==> config.mk <==
export PLATFORM = sky130hd
export DESIGN_NAME = imem_fetch_sequencer
export DESIGN_NICKNAME = d
export VERILOG_FILES = /design/src/rtl/imem_fetch_sequencer.sv
export SDC_FILE = /design/constraint.sdc
export NUM_CORES = 1
export LEC_CHECK = 0
export CORE_MARGIN = 2
export CORE_UTILIZATION = 43
export DETAILED_ROUTE_END_ITERATION = 6
export GPL_TIMING_DRIVEN = 0
export HOLD_SLACK_MARGIN = 0.15
export PLACE_DENSITY = 0.81
export SYNTH_ARGS = -nofsm -noshare
export SYNTH_HDL_FRONTEND = slang
export SYNTH_SLANG_ARGS = --single-unit
==> constraint.sdc <==
create_clock -name clk -period 2.3 [get_ports clk]
set_input_delay 0.46 -clock clk [delete_from_list [all_inputs] [get_ports clk]]
set_output_delay 0.46 -clock clk [all_outputs]
set_load 0.005 [all_outputs]
==> src/rtl/imem_fetch_sequencer.sv <==
// imem_fetch_sequencer: fetch controller for a 256-word combinational
// instruction ROM. It owns the program counter, registers one instruction
// into an output buffer and hands it to decode over a valid/ready handshake.
// It also handles redirects from execute, stops on a halt word and restarts
// on a start pulse.
// Optional feature: define FETCH_PERF_CNT_EN to add the saturating
// fetch/stall/redirect performance counters.
module imem_fetch_sequencer #(
    parameter logic [7:0]  RESET_PC  = 8'd0,
    parameter logic [31:0] HALT_WORD = 32'h0000_0000
) (
    input  logic        clk,
    input  logic        rst_n,
    input  logic        start,
    output logic [7:0]  imem_addr,
    input  logic [31:0] imem_rd,
    output logic [31:0] instr,
    output logic [7:0]  instr_pc,
    output logic        instr_valid,
    input  logic        instr_ready,
    input  logic        redirect_valid,
    input  logic [7:0]  redirect_target,
    output logic        busy,
    output logic        halted
`ifdef FETCH_PERF_CNT_EN
    ,
    output logic [15:0] fetch_cnt,
    output logic [15:0] stall_cnt,
    output logic [15:0] redirect_cnt
`endif
);

    typedef enum logic [1:0] {
        IDLE,
        FETCH,
        HALT
    } state_t;

    state_t      state;
    state_t      state_next;
    logic [7:0]  pc;
    logic        load;
    logic        is_halt_word;

    // Next-state decode, load qualification and ROM address selection
    always_comb begin
        state_next   = state;
        load         = 1'b0;
        imem_addr    = pc;
        is_halt_word = (imem_rd == HALT_WORD);
        case (state)
            IDLE: begin
                if (start) begin
                    state_next = FETCH;
                end
            end
            FETCH: begin
                load = !instr_valid || instr_ready || redirect_valid;
                if (redirect_valid) begin
                    imem_addr = redirect_target;
                end
                if (start) begin
                    state_next = FETCH;
                end else if (load && is_halt_word) begin
                    state_next = HALT;
                end
            end
            HALT: begin
                if (start) begin
                    state_next = FETCH;
                end
            end
            default: begin
                state_next = IDLE;
            end
        endcase
    end

    // State register
    always_ff @(posedge clk or negedge rst_n) begin
        if (!rst_n) begin
            state <= IDLE;
        end else begin
            state <= state_next;
        end
    end

    // Program counter and output buffer; a start pulse overrides any load
    always_ff @(posedge clk or negedge rst_n) begin
        if (!rst_n) begin
            pc          <= RESET_PC;
            instr       <= 32'h0;
            instr_pc    <= 8'h0;
            instr_valid <= 1'b0;
        end else if (start) begin
            pc          <= RESET_PC;
            instr_valid <= 1'b0;
        end else if (load) begin
            if (is_halt_word) begin
                pc          <= imem_addr;
                instr_valid <= 1'b0;
            end else begin
                instr       <= imem_rd;
                instr_pc    <= imem_addr;
                instr_valid <= 1'b1;
                pc          <= imem_addr + 8'd1;
            end
        end
    end

    assign busy   = (state == FETCH);
    assign halted = (state == HALT);

`ifdef FETCH_PERF_CNT_EN
    // Saturating performance counters, cleared by reset and by start
    always_ff @(posedge clk or negedge rst_n) begin
        if (!rst_n) begin
            fetch_cnt    <= 16'h0;
            stall_cnt    <= 16'h0;
            redirect_cnt <= 16'h0;
        end else if (start) begin
            fetch_cnt    <= 16'h0;
            stall_cnt    <= 16'h0;
            redirect_cnt <= 16'h0;
        end else begin
            if (load && !is_halt_word && (fetch_cnt != 16'hFFFF)) begin
                fetch_cnt <= fetch_cnt + 16'd1;
            end
            if ((state == FETCH) && instr_valid && !instr_ready && !redirect_valid
                && (stall_cnt != 16'hFFFF)) begin
                stall_cnt <= stall_cnt + 16'd1;
            end
            if ((state == FETCH) && redirect_valid && (redirect_cnt != 16'hFFFF)) begin
                redirect_cnt <= redirect_cnt + 16'd1;
            end
        end
    end
`endif

endmodule

Word level (Yosys, flattened, before mapping)
Index checks and enable logic that the tools add are counted.
{"block": "totals", "mem_count": 0, "register_bits": 51, "mem_bits_ro": 0, "mem_bits_rw": 0, "in_bits": 45, "wordCells": 35, "output_inout_bits": 51, "latch_bits": 0}
{"block": "op_classes", "reduce_logical": 10, "bitwise": 2, "n_div": 0, "magnitude_cmp": 0, "muxes": 13, "n_mul": 0, "n_eq_ne": 4, "shift": 0, "addsub": 1}
{"op": "$mux W8", "n": 5}
{"op": "$logic_not A32 Y1", "n": 1}
{"op": "$add A8 B1 Y8 const B", "n": 1}
{"op": "$mux W2", "n": 3}
{"op": "$mux W1", "n": 4}
{"op": "$pmux W2 S2", "n": 1}
{"op": "$ne A3 B2 Y1 const B", "n": 1}
{"op": "$reduce_and A3 Y1", "n": 1}
{"op": "$eq A2 B1 Y1 const B", "n": 1}
{"op": "$eq A2 B2 Y1 const B", "n": 1}
{"op": "$logic_not A2 Y1", "n": 1}
{"op": "$logic_or A1 B1 Y1", "n": 2}
{"op": "$ne A2 B1 Y1 const B", "n": 1}
{"op": "$not A1 Y1", "n": 2}
{"op": "$reduce_and A2 Y1", "n": 1}
{"op": "$reduce_bool A2 Y1", "n": 1}
{"op": "$reduce_or A2 Y1", "n": 1}
{"op": "$logic_and A1 B1 Y1", "n": 1}
{"op": "$logic_not A1 Y1", "n": 1}

Depth between registers and ports, before layout
{"block": "logic_depth", "ltp_word": 7, "depth_mapped": 8, "mapped_depth_nobuf": 7}

Worst setup path after synthesis
Ideal clock, no wire load.
{"block": "synth_timing", "path_type": "input to register", "startpoint": "input redirect_valid", "endpoint": "register pc[6]", "required_time_ps": 2196, "slack_ps": 232, "stages": 8, "t_arrival_ps": 1964, "n_path_buf": 1, "setup_ps": 104, "cell_sequence": "nand3b_1 -> buf_4 -> mux2i_1 -> inv_1 -> ha_1 -> o211ai_1 -> mux2_2 -> o311ai_1"}
{"block": "synth_via", "elab_chain_cells": 6, "elab_cells_between_ends": 9, "classes_between": "add/sub: 1; mux: 6; reduce/logical: 2"}
{"item": "start: declaration", "line_no": "21", "source": "input logic redirect_valid,"}
{"item": "$mux W8", "line_no": "59", "source": "if (redirect_valid) begin"}
{"item": "$mux W8", "line_no": "51", "source": "case (state)"}
{"item": "named net imem_addr[0]", "line_no": "15", "source": "output logic [7:0] imem_addr,"}
{"item": "$add A8 B1 Y8", "line_no": "106", "source": "pc <= imem_addr + 8'd1;"}
{"item": "$mux W8", "line_no": "99", "source": "if (is_halt_word) begin"}
{"item": "$mux W8", "line_no": "98", "source": "end else if (load) begin"}
{"item": "$mux W8", "line_no": "95", "source": "end else if (start) begin"}
{"item": "end signal: assignment", "line_no": "100", "source": "pc <= imem_addr;"}
{"item": "end signal: assignment", "line_no": "106"}
{"item": "end: declaration", "line_no": "41", "source": "logic [7:0] pc;"}
The timed path passes the listed nets, and every way through them passes these cells. The select of a mux whose other input is x is not followed.
A chain may end at the register's enable or synchronous reset.

Worst setup path in the final report
{"block": "layout_timing", "startpoint": "register state[1]", "endpoint": "output imem_addr[6]"}
{"block": "layout_via", "elab_chain_cells": 2}
{"item": "start: declaration", "line_no": "39", "source": "state_t state;"}
{"item": "start signal: assignment", "line_no": "84", "source": "state <= state_next;"}
{"item": "$eq A2 B1 Y1", "line_no": "51"}
{"item": "$mux W8", "line_no": "51"}
{"item": "end: declaration", "line_no": "15"}
Every way passes these cells.

==> impl_metrics.py <==
metrics = {
    "run_status": {
        "status": "complete, no violations",
    },
    "finish": {
        "syn_to_final_growth_pct": 59.6,
        "layout-drive-gt1-share_pct": 18.8,
        "design_area_um2": 3720,
        "num-fill-cells": 390,
        "num-nets-final": 360,
        "antenna_cells": 0,
    },
    "worst_setup_path": {
        "end_kind": "output pin",
        "ff2ff_setup_slack_ns": 0.13,
        "cp.required_ns": 1.84,
        "cp_max_fo": 5,
        "ff2ff_path_depth": 8,
        "r2r_start": "state[1]",
        "arrival_ns": 1.77,
        "crit_type": "flop to output pin",
        "cp-start-kind": "flop",
        "r2r_end": "pc[7]",
    },
    "timing": {
        "worst_pin_slew_ns": 0.524,
        "drv_slew": 0,
        "fin_crit_sh_pct": 96.9,
        "report.final.setup_viol": 0,
        "relSlewSlack_pct": 65.1,
        "period_needed_ns": 2.23,
        "rsz0062_at_grt": "no",
        "finalHoldViolCount": 0,
        "finalClockSkew_ns": 0.00804,
        "max_freq_mhz": 449,
    },
    "grt": {
        "grt_start_max_net_pins": 32,
        "gr-usage-all-layers_pct": 21.6,
        "grt_overflow_total": 0,
        "antenna_found_initial": 0,
        "grt_pass1_vias": 2175,
        "grt_first_pass_wirelength_um": 10300,
    },
    "clocking": {
        "tritoncts": "yes",
        "cts_inserted_buffers": 5,
        "clk_path_buf_depth": 2,
        "clock-root-buffer": "clkbuf_8",
        "clock_latency_ns": 0.29,
        "clkTransAtPathRegs_ns": 0.09,
        "clock-sinks": 51,
        "htreeDepth": 2,
    },
    "synth": {
        "netlist_area_um2": 2330,
        "yosysWarnings": 0,
        "ys_ff_latch": 51,
        "syn_inst": 190,
        "ys_types": 38,
        "syn-num-nets": 236,
        "synth-seq-area-share_pct": 54.7,
        "synth.avg_cell_area_um2": 12.3,
    },
    "power_and_ir_drop": {
        "power_frac_comb_pct": 28.4,
        "power_leakage_nw": 1.57,
        "pwr-share-seq_pct": 49.8,
        "swShare_pct": 25.7,
        "p_sw_uw": 554,
        "clkPwrFrac_pct": 21.8,
        "intPower_mw": 1.60,
        "p_total_mw": 2.15,
        "vdd_drop_max_v": 0.000349,
        "powerDensity_nw_per_um2": 578,
    },
    "drt": {
        "wl_per_cell_um": 16.3,
        "drc": 0,
        "first_pass_iters": 4,
        "drt_iter0_drc": 85,
        "vias_per_cell": 5.28,
        "postRouteAntennaNets": 0,
        "finalWirelength_um": 6230,
        "via_count": 2023,
    },
    "placed_design": {
        "dp_hpwl_um": 4550,
        "place_area_um2": 3390,
        "place_congestion": 0.843,
        "io_buffer_count": 95,
    },
    "floorplan": {
        "coreArea_um2": 5170,
        "die-area_um2": 6030,
        "initial_core_util_pct": 45.1,
        "die_h_um": 77.7,
        "ioPinCount": 96,
        "die_x_um": 77.7,
        "fp-row-count": 26,
    },
    "hold_path": {
        "min_to": "instr_pc[7]",
        "whs_path_depth": 2,
        "holdCritPathClass": "flop to flop",
        "hp-start": "instr_pc[7]",
    },
    "run": {
        "maxCapViolCount": 0,
    },
}
-- synthesized netlist by cell type, drive strengths merged --
cell	n	area share, %
and3	1	0.27
a21oi	3	0.64
o311ai	1	0.38
nand2b	1	0.27
o32a	1	0.43
nand3	8	1.7
a211oi	1	0.32
o21ai	11	2.8
a311o	1	0.43
nand3b	1	0.32
nand2	16	2.6
nor3	1	0.21
clkbuf	1	0.16
mux2	39	19
nor4	9	2.4
a31o	1	0.38
nor3b	2	0.64
ha	1	0.54
xnor2	1	0.38
buf	6	2.2
or3	1	0.27
mux2i	7	3.0
o211ai	3	0.97
nor2b	1	0.27
dfrtp	51	55
nor2	5	0.80
o32ai	1	0.38
o22ai	1	0.27
o221ai	2	1.0
nand4	2	0.54
or2	1	0.27
inv	8	1.3
a22oi	1	0.32
-- cell families (layout without fill, tap and decap cells) --
kind of cell             count (synthesis)  count (layout)  share of synthesized area [%]
multiplexers                            46              46                           21.8
AND/OR/NAND/NOR                         49              49                           10.6
AO/OA/AOI/OAI                           27              27                           8.37
XOR/XNOR                                 1               1                          0.375
adder cells (fa/ha/maj)                  1               1                          0.536
flip-flops                              51              51                           54.7
buffers and inverters                   15             138                           3.65
-- sequential cells by signal, indices dropped and copies added, names as in the netlist --
signal       cells
instr           32
instr_valid      1
state            2
instr_pc         8
pc               8
-- what timing repair did --
item | 4_1_cts | 5_1_grt
hold buffers | 1 | 0
gates cloned | 1 | 0
pin swaps | 5 | 0
endpoints found under the setup margin | 54 | 40
setup buffers | 13 | 6
hold endpoints to repair | 20 | 0
resized for setup | 23 | 11
-- per-stage QoR --
step,setup TNS (ns),utilization [%],worst slack (ns),hold slack (ns),cells
6_report,0,72.0,0.0708,0.485,383
5_1_grt,0,72.0,0.0136,0.504,383
2_1_floorplan,0,-,0.232,0.164,190
3_5_place_dp,-24.76,65.5,-0.532,0.461,356
4_1_cts,-0.0216,70.5,-0.0216,0.490,377
3_3_place_gp,-63.07,65.2,-0.819,0.462,355
-- area by class of cell --
class / instances / area (um^2) / share of cell area, %
tap: 70 / 87.6 / 2.35
sequential: 51 / 1280 / 34.3
buffer: 7 / 58.8 / 1.58
inverter: 8 / 30.0 / 0.806
timing repair buffer: 117 / 1130 / 30.5
multi-input combinational: 124 / 1060 / 28.6
clock buffer: 6 / 72.6 / 1.95
-- cell usage in the layout, fill, tap and decap left out, types with 2 or more instances in the layout --
master | synthesis | routed
mux2i_4 | 0 | 5
clkbuf_8 | 0 | 5
clkdlybuf4s50_1 | 0 | 85
buf_2 | 2 | 3
nand3_1 | 8 | 8
a21oi_1 | 3 | 3
mux2_2 | 9 | 7
buf_6 | 3 | 6
mux2_4 | 0 | 2
mux2_1 | 30 | 30
nand2_1 | 16 | 16
mux2i_1 | 7 | 2
o21ai_0 | 10 | 10
nor4_1 | 9 | 6
nor3b_1 | 2 | 2
nand4_1 | 2 | 2
dlymetal6s2s_1 | 0 | 3
clkbuf_1 | 1 | 2
nor4_2 | 0 | 3
dlygate4sd2_1 | 0 | 5
buf_4 | 1 | 18
inv_1 | 8 | 4
o211ai_1 | 3 | 3
inv_2 | 0 | 4
dfrtp_1 | 51 | 51
nor2_1 | 5 | 4
-- critical path, cell delays in order, from the launching register on --
cell and delay, ns:
dfrtp_1 0.39, nand3b_1 0.26, buf_6 0.19, buf_4 0.14
mux2i_4 0.16, inv_2 0.07, dlygate4sd2_1 0.26
-- power by group through the flow --
stage / Sequential, mW / Combinational (mW) / Clock, mW
after floorplan: 1.09 / 0.180 / 0
after CTS: 1.07 / 0.603 / 0.489
after global placement: 1.08 / 0.554 / 0
after global routing: 1.09 / 0.663 / 0.528
after detailed placement: 1.08 / 0.567 / 0
final: 1.07 / 0.612 / 0.470
-- per-layer routing --
layer | GRT usage (%) | wire [um] | vias to the layer above
li1 | - | - | 946
met1 | 25.0 | 2500 | 974
met2 | 36.7 | 3130 | 87
met3 | 7.21 | 486 | 16
met4 | 8.39 | 114 | 0
met5 | 0 | 0 | -
-- worst max path at each step --
stage,startpoint,endpoint,cells past startpoint
detailed placement,imem_rd[17],instr[24],6
CTS,state[1],imem_addr[2],4
global route,state[1],imem_addr[6],6
finish,state[1],imem_addr[6],6
floorplan,redirect_valid,pc[6],8
global placement,rst_n,instr[13],1
Power figures use the tool's default switching activity.
